### config.mk
export PLATFORM = sky130hd
export DESIGN_NAME = bpu_update_sched_flat
export DESIGN_NICKNAME = d
export VERILOG_FILES = /design/src/rtl/bpu_update_sched_pkg.sv /design/src/rtl/bpu_update_sched_if.sv /design/src/rtl/bpu_upd_fifo.sv /design/src/rtl/bpu_update_sched.sv /design/src/flat_wrapper.sv
export SDC_FILE = /design/constraint.sdc
export NUM_CORES = 1
export LEC_CHECK = 0
export BUFFER_PORTS_ARGS = -buffer_cell sky130_fd_sc_hd__buf_4
export CORE_MARGIN = 2
export CORE_UTILIZATION = 50
export DETAILED_ROUTE_END_ITERATION = 12
export PLACE_DENSITY = 0.77
export SLEW_MARGIN = 20
export SYNTH_ARGS = -nofsm -noshare
export SYNTH_HDL_FRONTEND = slang
export SYNTH_SLANG_ARGS = --single-unit
### constraint.sdc
create_clock -name i_clk -period 8.7 [get_ports i_clk]
set_input_delay 0.87 -clock i_clk [delete_from_list [all_inputs] [get_ports i_clk]]
set_output_delay 0.87 -clock i_clk [all_outputs]
set_load 0.01 [all_outputs]
### src/rtl/bpu_update_sched_pkg.sv
`default_nettype none
// ============================================================================
// bpu_update_sched_pkg : shared BPU types (update entry, scheduler FSM, sizes)
// Revision: 1.0
// ============================================================================
package bpu_update_sched_pkg;

   localparam int BPU_ADDR_W    = 64;
   localparam int BPU_SET_COUNT = 64;

   typedef enum logic [0:0] {
      INIT = 1'b0,
      RUN  = 1'b1
   } bpu_state_e;

   typedef struct packed {
      logic                  cond;
      logic                  taken;
      logic [1:0]            way;
      logic [BPU_ADDR_W-1:0] pc;
      logic [BPU_ADDR_W-1:0] target;
   } bpu_upd_t;

endpackage
`default_nettype wire

### src/rtl/bpu_update_sched_if.sv
`default_nettype none
// ============================================================================
// bpu_update_sched_if : execute-to-scheduler offer bus and predictor update bus
// Revision: 1.0
// ============================================================================
interface bpu_update_sched_if
   import bpu_update_sched_pkg::*;
#(
   parameter int ADDR_WIDTH = BPU_ADDR_W
);
   logic                  i_upd_valid;
   logic                  i_upd_cond;
   logic                  i_upd_taken;
   logic [1:0]            i_upd_way;
   logic [ADDR_WIDTH-1:0] i_upd_pc;
   logic [ADDR_WIDTH-1:0] i_upd_target;
   logic                  o_upd_ready;

   logic                  o_bp_branch_instr;
   logic                  o_bp_branch_taken;
   logic [1:0]            o_bp_way;
   logic [ADDR_WIDTH-1:0] o_bp_pc_exec;
   logic [ADDR_WIDTH-1:0] o_bp_target;

   modport master (
      output i_upd_valid, i_upd_cond, i_upd_taken, i_upd_way, i_upd_pc, i_upd_target,
      input  o_upd_ready,
      input  o_bp_branch_instr, o_bp_branch_taken, o_bp_way, o_bp_pc_exec, o_bp_target
   );

   modport slave (
      input  i_upd_valid, i_upd_cond, i_upd_taken, i_upd_way, i_upd_pc, i_upd_target,
      output o_upd_ready,
      output o_bp_branch_instr, o_bp_branch_taken, o_bp_way, o_bp_pc_exec, o_bp_target
   );
endinterface
`default_nettype wire

### src/rtl/bpu_upd_fifo.sv
`default_nettype none
// ============================================================================
// bpu_upd_fifo : small power-of-two FIFO for pending predictor updates
// Revision: 1.0
// ============================================================================
module bpu_upd_fifo #(
   parameter int DEPTH = 4,
   parameter int WIDTH = 8
) (
   input  wire logic                       clk_i,
   input  wire logic                       arst_ni,
   input  wire logic                       flush_i,
   input  wire logic                       push_i,
   input  wire logic [WIDTH-1:0]           data_i,
   input  wire logic                       pop_i,
   output      logic [WIDTH-1:0]           data_o,
   output      logic                       full_o,
   output      logic [$clog2(DEPTH):0]     count_o
);
   localparam int PTR_W = $clog2(DEPTH);
   localparam int CNT_W = PTR_W + 1;
   localparam logic [CNT_W-1:0] CNT_FULL = CNT_W'(DEPTH);

   logic [WIDTH-1:0] mem_q [DEPTH];
   logic [PTR_W-1:0] wr_ptr_q, wr_ptr_d;
   logic [PTR_W-1:0] rd_ptr_q, rd_ptr_d;
   logic [CNT_W-1:0] count_q, count_d;
   logic             w_do_push;
   logic             w_do_pop;

   assign w_do_push = push_i && (count_q != CNT_FULL);
   assign w_do_pop  = pop_i && (count_q != '0);

   always_comb begin
      wr_ptr_d = wr_ptr_q;
      rd_ptr_d = rd_ptr_q;
      count_d  = count_q;
      if (flush_i) begin
         wr_ptr_d = '0;
         rd_ptr_d = '0;
         count_d  = '0;
      end else begin
         // Pointers wrap naturally because DEPTH is a power of two.
         if (w_do_push) wr_ptr_d = wr_ptr_q + 1'b1;
         if (w_do_pop)  rd_ptr_d = rd_ptr_q + 1'b1;
         case ({w_do_push, w_do_pop})
            2'b10:   count_d = count_q + 1'b1;
            2'b01:   count_d = count_q - 1'b1;
            default: count_d = count_q;
         endcase
      end
   end

   always_ff @(posedge clk_i or negedge arst_ni) begin
      if (!arst_ni) begin
         wr_ptr_q <= '0;
         rd_ptr_q <= '0;
         count_q  <= '0;
      end else begin
         wr_ptr_q <= wr_ptr_d;
         rd_ptr_q <= rd_ptr_d;
         count_q  <= count_d;
      end
   end

   always_ff @(posedge clk_i) begin
      if (w_do_push && !flush_i) mem_q[wr_ptr_q] <= data_i;
   end

   assign data_o  = mem_q[rd_ptr_q];
   assign full_o  = (count_q == CNT_FULL);
   assign count_o = count_q;

endmodule
`default_nettype wire

### src/rtl/bpu_update_sched.sv
`default_nettype none
// ============================================================================
// bpu_update_sched : replays resolved-branch updates into the BTB/BHT and
//                    sweeps every predictor set clear after reset or request
// Revision: 1.0
// ============================================================================
module bpu_update_sched
   import bpu_update_sched_pkg::*;
#(
   parameter int ADDR_WIDTH = BPU_ADDR_W,
   parameter int FIFO_DEPTH = 4,
   parameter int SET_COUNT  = BPU_SET_COUNT
) (
   input  wire logic                         i_clk,
   input  wire logic                         i_arst,
   input  wire logic                         i_stall_fetch,
   input  wire logic                         i_init_req,
   bpu_update_sched_if.slave                 bus,
   output      logic                         o_init_valid,
   output      logic [$clog2(SET_COUNT)-1:0] o_init_index,
   output      logic                         o_fetch_hold,
   output      logic [7:0]                   o_drop_cnt
);
   localparam int IDX_W = $clog2(SET_COUNT);
   localparam int CNT_W = $clog2(FIFO_DEPTH) + 1;
   localparam logic [IDX_W-1:0] IDX_LAST = IDX_W'(SET_COUNT - 1);

   bpu_state_e            state_q, state_d;
   logic [IDX_W-1:0]      idx_q, idx_d;
   logic [7:0]            drop_q, drop_d;
   logic                  bp_instr_q;
   logic                  bp_taken_q;
   logic [1:0]            bp_way_q;
   logic [ADDR_WIDTH-1:0] bp_pc_q;
   logic [ADDR_WIDTH-1:0] bp_target_q;

   logic                  w_run;
   logic                  w_ready;
   logic                  w_push;
   logic                  w_pop;
   logic                  w_full;
   logic [CNT_W-1:0]      w_count;
   bpu_upd_t              w_in;
   bpu_upd_t              w_head;

   assign w_run   = (state_q == RUN);
   // Ready comes only from registered state, never from this cycle's pop.
   assign w_ready = w_run && !w_full;
   assign w_push  = bus.i_upd_valid && w_ready && !i_init_req;
   assign w_pop   = w_run && (w_count != '0) && !i_stall_fetch && !i_init_req;

   always_comb begin
      w_in        = '0;
      w_in.cond   = bus.i_upd_cond;
      w_in.taken  = bus.i_upd_taken;
      w_in.way    = bus.i_upd_way;
      w_in.pc     = bus.i_upd_pc;
      w_in.target = bus.i_upd_target;
   end

   bpu_upd_fifo #(
      .DEPTH (FIFO_DEPTH),
      .WIDTH ($bits(bpu_upd_t))
   ) u_fifo (
      .clk_i   (i_clk),
      .arst_ni (i_arst),
      .flush_i (i_init_req),
      .push_i  (w_push),
      .data_i  (w_in),
      .pop_i   (w_pop),
      .data_o  (w_head),
      .full_o  (w_full),
      .count_o (w_count)
   );

   always_comb begin
      state_d = state_q;
      idx_d   = idx_q;
      drop_d  = drop_q;
      if (i_init_req) begin
         state_d = INIT;
         idx_d   = '0;
      end else if (state_q == INIT) begin
         idx_d = idx_q + 1'b1;
         if (idx_q == IDX_LAST) state_d = RUN;
      end
      // Any offer that is not accepted, including one racing an init request, is lost.
      if (bus.i_upd_valid && !w_push && (drop_q != 8'hFF)) drop_d = drop_q + 8'd1;
   end

   always_ff @(posedge i_clk or negedge i_arst) begin
      if (!i_arst) begin
         state_q     <= INIT;
         idx_q       <= '0;
         drop_q      <= '0;
         bp_instr_q  <= 1'b0;
         bp_taken_q  <= 1'b0;
         bp_way_q    <= '0;
         bp_pc_q     <= '0;
         bp_target_q <= '0;
      end else begin
         state_q    <= state_d;
         idx_q      <= idx_d;
         drop_q     <= drop_d;
         bp_instr_q <= w_pop && (w_head.cond || w_head.taken);
         if (w_pop) begin
            bp_taken_q  <= w_head.taken;
            bp_way_q    <= w_head.way;
            bp_pc_q     <= w_head.pc;
            bp_target_q <= w_head.target;
         end
      end
   end

   assign bus.o_upd_ready       = w_ready;
   assign bus.o_bp_branch_instr = bp_instr_q;
   assign bus.o_bp_branch_taken = bp_taken_q;
   assign bus.o_bp_way          = bp_way_q;
   assign bus.o_bp_pc_exec      = bp_pc_q;
   assign bus.o_bp_target       = bp_target_q;

   assign o_init_valid = !w_run;
   assign o_init_index = idx_q;
   assign o_fetch_hold = !w_run;
   assign o_drop_cnt   = drop_q;

endmodule
`default_nettype wire

### src/flat_wrapper.sv
// flat-port wrapper written by rule: the top's interface ports become plain ports
module bpu_update_sched_flat import bpu_update_sched_pkg::*;
#(
   parameter int ADDR_WIDTH = BPU_ADDR_W,
   parameter int FIFO_DEPTH = 4,
   parameter int SET_COUNT  = BPU_SET_COUNT
)
  (i_clk, i_arst, i_stall_fetch, i_init_req, o_init_valid, o_init_index, o_fetch_hold, o_drop_cnt, bus_i_upd_valid, bus_i_upd_cond, bus_i_upd_taken, bus_i_upd_way, bus_i_upd_pc, bus_i_upd_target, bus_o_upd_ready, bus_o_bp_branch_instr, bus_o_bp_branch_taken, bus_o_bp_way, bus_o_bp_pc_exec, bus_o_bp_target);
  bpu_update_sched_if #(.ADDR_WIDTH(ADDR_WIDTH)) bus_i ();
  input  wire logic i_clk;
  input  wire logic i_arst;
  input  wire logic i_stall_fetch;
  input  wire logic i_init_req;
  output      logic o_init_valid;
  output      logic [$clog2(SET_COUNT)-1:0] o_init_index;
  output      logic o_fetch_hold;
  output      logic [7:0] o_drop_cnt;
  input wire logic [$bits(bus_i.i_upd_valid)-1:0] bus_i_upd_valid;
  input wire logic [$bits(bus_i.i_upd_cond)-1:0] bus_i_upd_cond;
  input wire logic [$bits(bus_i.i_upd_taken)-1:0] bus_i_upd_taken;
  input wire logic [$bits(bus_i.i_upd_way)-1:0] bus_i_upd_way;
  input wire logic [$bits(bus_i.i_upd_pc)-1:0] bus_i_upd_pc;
  input wire logic [$bits(bus_i.i_upd_target)-1:0] bus_i_upd_target;
  output wire logic [$bits(bus_i.o_upd_ready)-1:0] bus_o_upd_ready;
  output wire logic [$bits(bus_i.o_bp_branch_instr)-1:0] bus_o_bp_branch_instr;
  output wire logic [$bits(bus_i.o_bp_branch_taken)-1:0] bus_o_bp_branch_taken;
  output wire logic [$bits(bus_i.o_bp_way)-1:0] bus_o_bp_way;
  output wire logic [$bits(bus_i.o_bp_pc_exec)-1:0] bus_o_bp_pc_exec;
  output wire logic [$bits(bus_i.o_bp_target)-1:0] bus_o_bp_target;
  assign bus_i.i_upd_valid = bus_i_upd_valid;
  assign bus_i.i_upd_cond = bus_i_upd_cond;
  assign bus_i.i_upd_taken = bus_i_upd_taken;
  assign bus_i.i_upd_way = bus_i_upd_way;
  assign bus_i.i_upd_pc = bus_i_upd_pc;
  assign bus_i.i_upd_target = bus_i_upd_target;
  assign bus_o_upd_ready = bus_i.o_upd_ready;
  assign bus_o_bp_branch_instr = bus_i.o_bp_branch_instr;
  assign bus_o_bp_branch_taken = bus_i.o_bp_branch_taken;
  assign bus_o_bp_way = bus_i.o_bp_way;
  assign bus_o_bp_pc_exec = bus_i.o_bp_pc_exec;
  assign bus_o_bp_target = bus_i.o_bp_target;
  bpu_update_sched #(.ADDR_WIDTH(ADDR_WIDTH), .FIFO_DEPTH(FIFO_DEPTH), .SET_COUNT(SET_COUNT)) u_core (.i_clk(i_clk), .i_arst(i_arst), .i_stall_fetch(i_stall_fetch), .i_init_req(i_init_req), .bus(bus_i), .o_init_valid(o_init_valid), .o_init_index(o_init_index), .o_fetch_hold(o_fetch_hold), .o_drop_cnt(o_drop_cnt));
endmodule
==> results.md <==
* Status: finished, final reports clean
* Final core occ at 60.93%
* Synth Register Bits at 682
* Skew final at 18.50 ps
* RSZ-0062 raised after global routing: false
* PortBufs at 285
* Synth cell types at 52
* Die X at 229.6 um
* Peak supply drop at 0.1595 mV
* EDFF count, synth at 528
* Hold Crit Class: primary input to asynchronous set/reset pin
* Met2 WL at 25.24 mm
* Root Buffer: clkbuf_16
* TritonCTS clock tree: built
* R2R cell count at 4
* Area post-placement at 28190 um^2
* Drt wl/cell at 23.49 um
* Cell taking the most area after synthesis: edfxtp_1
* Synthesized cell area at 25450 um^2
* Die area at 52730 um^2
* Routed Antenna Nets at 0
* DR top layer: met5
* Starting Density at 50.73%
* # setup viols final at 0
* Crit-path max cell delay at 920 ps
* CP cell instances: nand2b_1 > nor3_1 > and2_4 > buf_6
* Post-DP HPWL at 30.13 mm
* Remaining global-route overflow at 0
* Post-route insts no fill at 2157
* CP Data Required Time at 8900 ps
* TritonCTS Buffers at 70
* Final Hold Vio Count at 0
* Cells after Synth at 1100
* Post-synthesis sequential area ratio at 77.43%
* Family with the most delay on the worst path: simple AND/OR/NAND/NOR gates
* Tcrit/Tclk final at 44.77%
* Worst Max-Slew Pin Slew at 1090 ps
* Via Count at 11780
* CTS max path bufs at 3
* Dpl ws at 4341 ps
* Setup crit start: u_core.state_q
* Async S/R FF share, synth at 22.58%
* CTS Sinks at 682
* Crit path max fanout at 74
* Area contributors post-synth: edfxtp_1, dfrtp_1, mux4_2
* 1st-iter DRT viols at 791
* RD Place Congestion at 0.7936
* Met3 Wirelength at 3.522 mm
* Fraction of layout instances using a drive strength above 1 at 44.42%
* Worst skew pair latency at 590 ps
* Hold-fix buffers, CTS at 0
* Startpoint Class: flip-flop
* Total power at 6.757 mW
* CP max stage cell: nor3_1
* Warnings, synthesis at 0
* CP Buf/Inv Count at 1
* Tmin final at 3895 ps
* Post-synth net total at 1244
* Routed WL at 50.66 mm
* Vias in the first global route at 12600
* Pre-antenna DRT Iters at 5
* Max-Cap Viols at 0
* IO Pins at 286
* Reg-to-Reg Start: u_core.state_q
* R2r setup slk at 4800 ps
* Data arrival, critical path at 4100 ps
* Vias per Instance at 5.460
* Fmax at 0.2567 GHz
* Placed instance count at 2021
* Clk slew on worst S/H paths at 60 ps
* Post-synth top flop: edfxtp_1
* Area Overhead vs Synth at 20.10%
* Final instance area at 30570 um^2
* Leakage at 11.30 nW
* Nets at 1565
* WS Path Type: flip-flop to flip-flop
* Max-slew violation count at 0
* Die height at 229.6 um
* M1 WL at 20.35 mm
* Slew Limit Headroom at 26.79%
* GRT Util Overall at 19.59%
* Pin count of the biggest net entering global routing at 77
* Global-route wire length before repair at 77.00 mm
* Post-CTS sizing at 0
* Fill cells at 3487
* Initial antenna violation count at 10
* Pwr Density at 221.0 nW/um^2
* Crit end category: flip-flop
* Placeable Area at 50170 um^2
* Worst setup margin at 4805 ps
* WHS at 186.8 ps
* Reg-to-reg endpoint: u_core.u_fifo.mem_q[2][40]
* Synth Area per Inst at 23.14 um^2
* Fin Setup TNS at 0 ps
* Rows at 82
* DRC Markers at 0
* CTS HTree Levels at 3
* Postcts setup bufs at 0
* Post-synth top area share at 62.29%
-- placed cells by master (no fill, tap or decap), drive strengths merged, types with 3 or more instances in the layout --
cell	count
xor2	8
clkinv	17
nor2	14
mux2	134
clkbuf	100
dfrtp	154
ha	6
xnor2	4
and2	4
diode	6
nand2	8
a21oi	3
bufinv	7
nand3	6
nor3	5
nor3b	3
nor2b	3
inv	9
mux4	132
nand2b	3
o21ai	4
buf	300
edfxtp	528
-- registers in the layout (all words and copies together) (netlist names) --
| register | cells |
|---|---|
| u_core.u_fifo.mem_q | 528 |
| u_core.bus.o_bp_pc_exec | 64 |
| u_core.bus.o_bp_target | 64 |
| u_core.o_drop_cnt | 8 |
| u_core.o_init_index | 6 |
| u_core.u_fifo.count_o | 3 |
| u_core.bus.o_bp_way | 2 |
| u_core.u_fifo.rd_ptr_q | 2 |
| u_core.u_fifo.wr_ptr_q | 2 |
| u_core.bus.o_bp_branch_instr | 1 |
| u_core.bus.o_bp_branch_taken | 1 |
| u_core.state_q | 1 |
-- area by class of cell --
class                   count  area [um^2]  share of cell area (%)
well taps                 672        840.8                   2.750
multi-input cells         362         5348                   17.49
inverters                   5        18.77                 0.06139
clock buffers             100         2009                   6.573
diodes                      6        15.01                 0.04912
clock inverters            30        357.8                   1.171
repair buffers            300         2263                   7.404
flip-flops and latches    682        19720                   64.50
-- worst reg2reg max path: cells and delay by family (launching register included) --
kind,cells,cell delay [ps]
buf+inv,1,800
flops,1,560
simple gates,3,2040
-- power breakdown --
group	internal, mW	switching, mW	total [mW]
clock network	1.83	1.20	3.03
logic	0.0832	0.0847	0.168
registers	3.53	0.0254	3.56
total	5.45	1.31	6.76
-- logic make-up after synthesis --
group                      Yosys count  share of synthesized area (%)
and+or+nand+nor                     54                          1.209
AOI/OAI and AO/OA                   21                         0.6243
muxes                              268                          18.32
DFF                                682                          77.43
xor gates and xnor gates            12                         0.4129
buffers and inverters               56                          1.627
adders and majority gates            7                         0.3736
-- cells in the mapped netlist (2+ instances only) --
master	count
nand2_1	8
nand2b_1	3
dfrtp_1	154
o21ai_0	3
o31ai_1	2
xnor2_1	4
and2_1	4
and3_1	2
nor2b_1	3
a21oi_1	3
nand3_1	6
inv_1	5
nor3b_4	2
nor3_1	5
buf_6	18
buf_2	13
xor2_1	8
mux2_1	27
clkbuf_1	11
buf_1	4
buf_8	2
mux4_2	132
edfxtp_1	528
mux2i_1	2
mux2_2	64
mux2_4	43
nor2_1	14
ha_1	6
-- per-layer routing --
layer / track usage [%] / vias to the layer above
met1: 25.54 / 6192
met5: 0 / -
met3: 5.764 / 100
met2: 31.65 / 345
met4: 6.838 / 8
li1: - / 5132
-- how the worst max path moves through the flow --
stage	to	slack, ps	cells after the start
after floorplan	u_core.u_fifo.mem_q[0][0]	3500	4
after global placement	u_core.u_fifo.mem_q[2][42]	4070	5
after detailed placement	u_core.u_fifo.mem_q[2][46]	4340	5
after CTS	u_core.u_fifo.mem_q[2][41]	4830	4
after global routing	u_core.u_fifo.mem_q[2][41]	4570	4
final	u_core.u_fifo.mem_q[2][40]	4800	4
No activity file was read; power rests on OpenSTA's default activity.
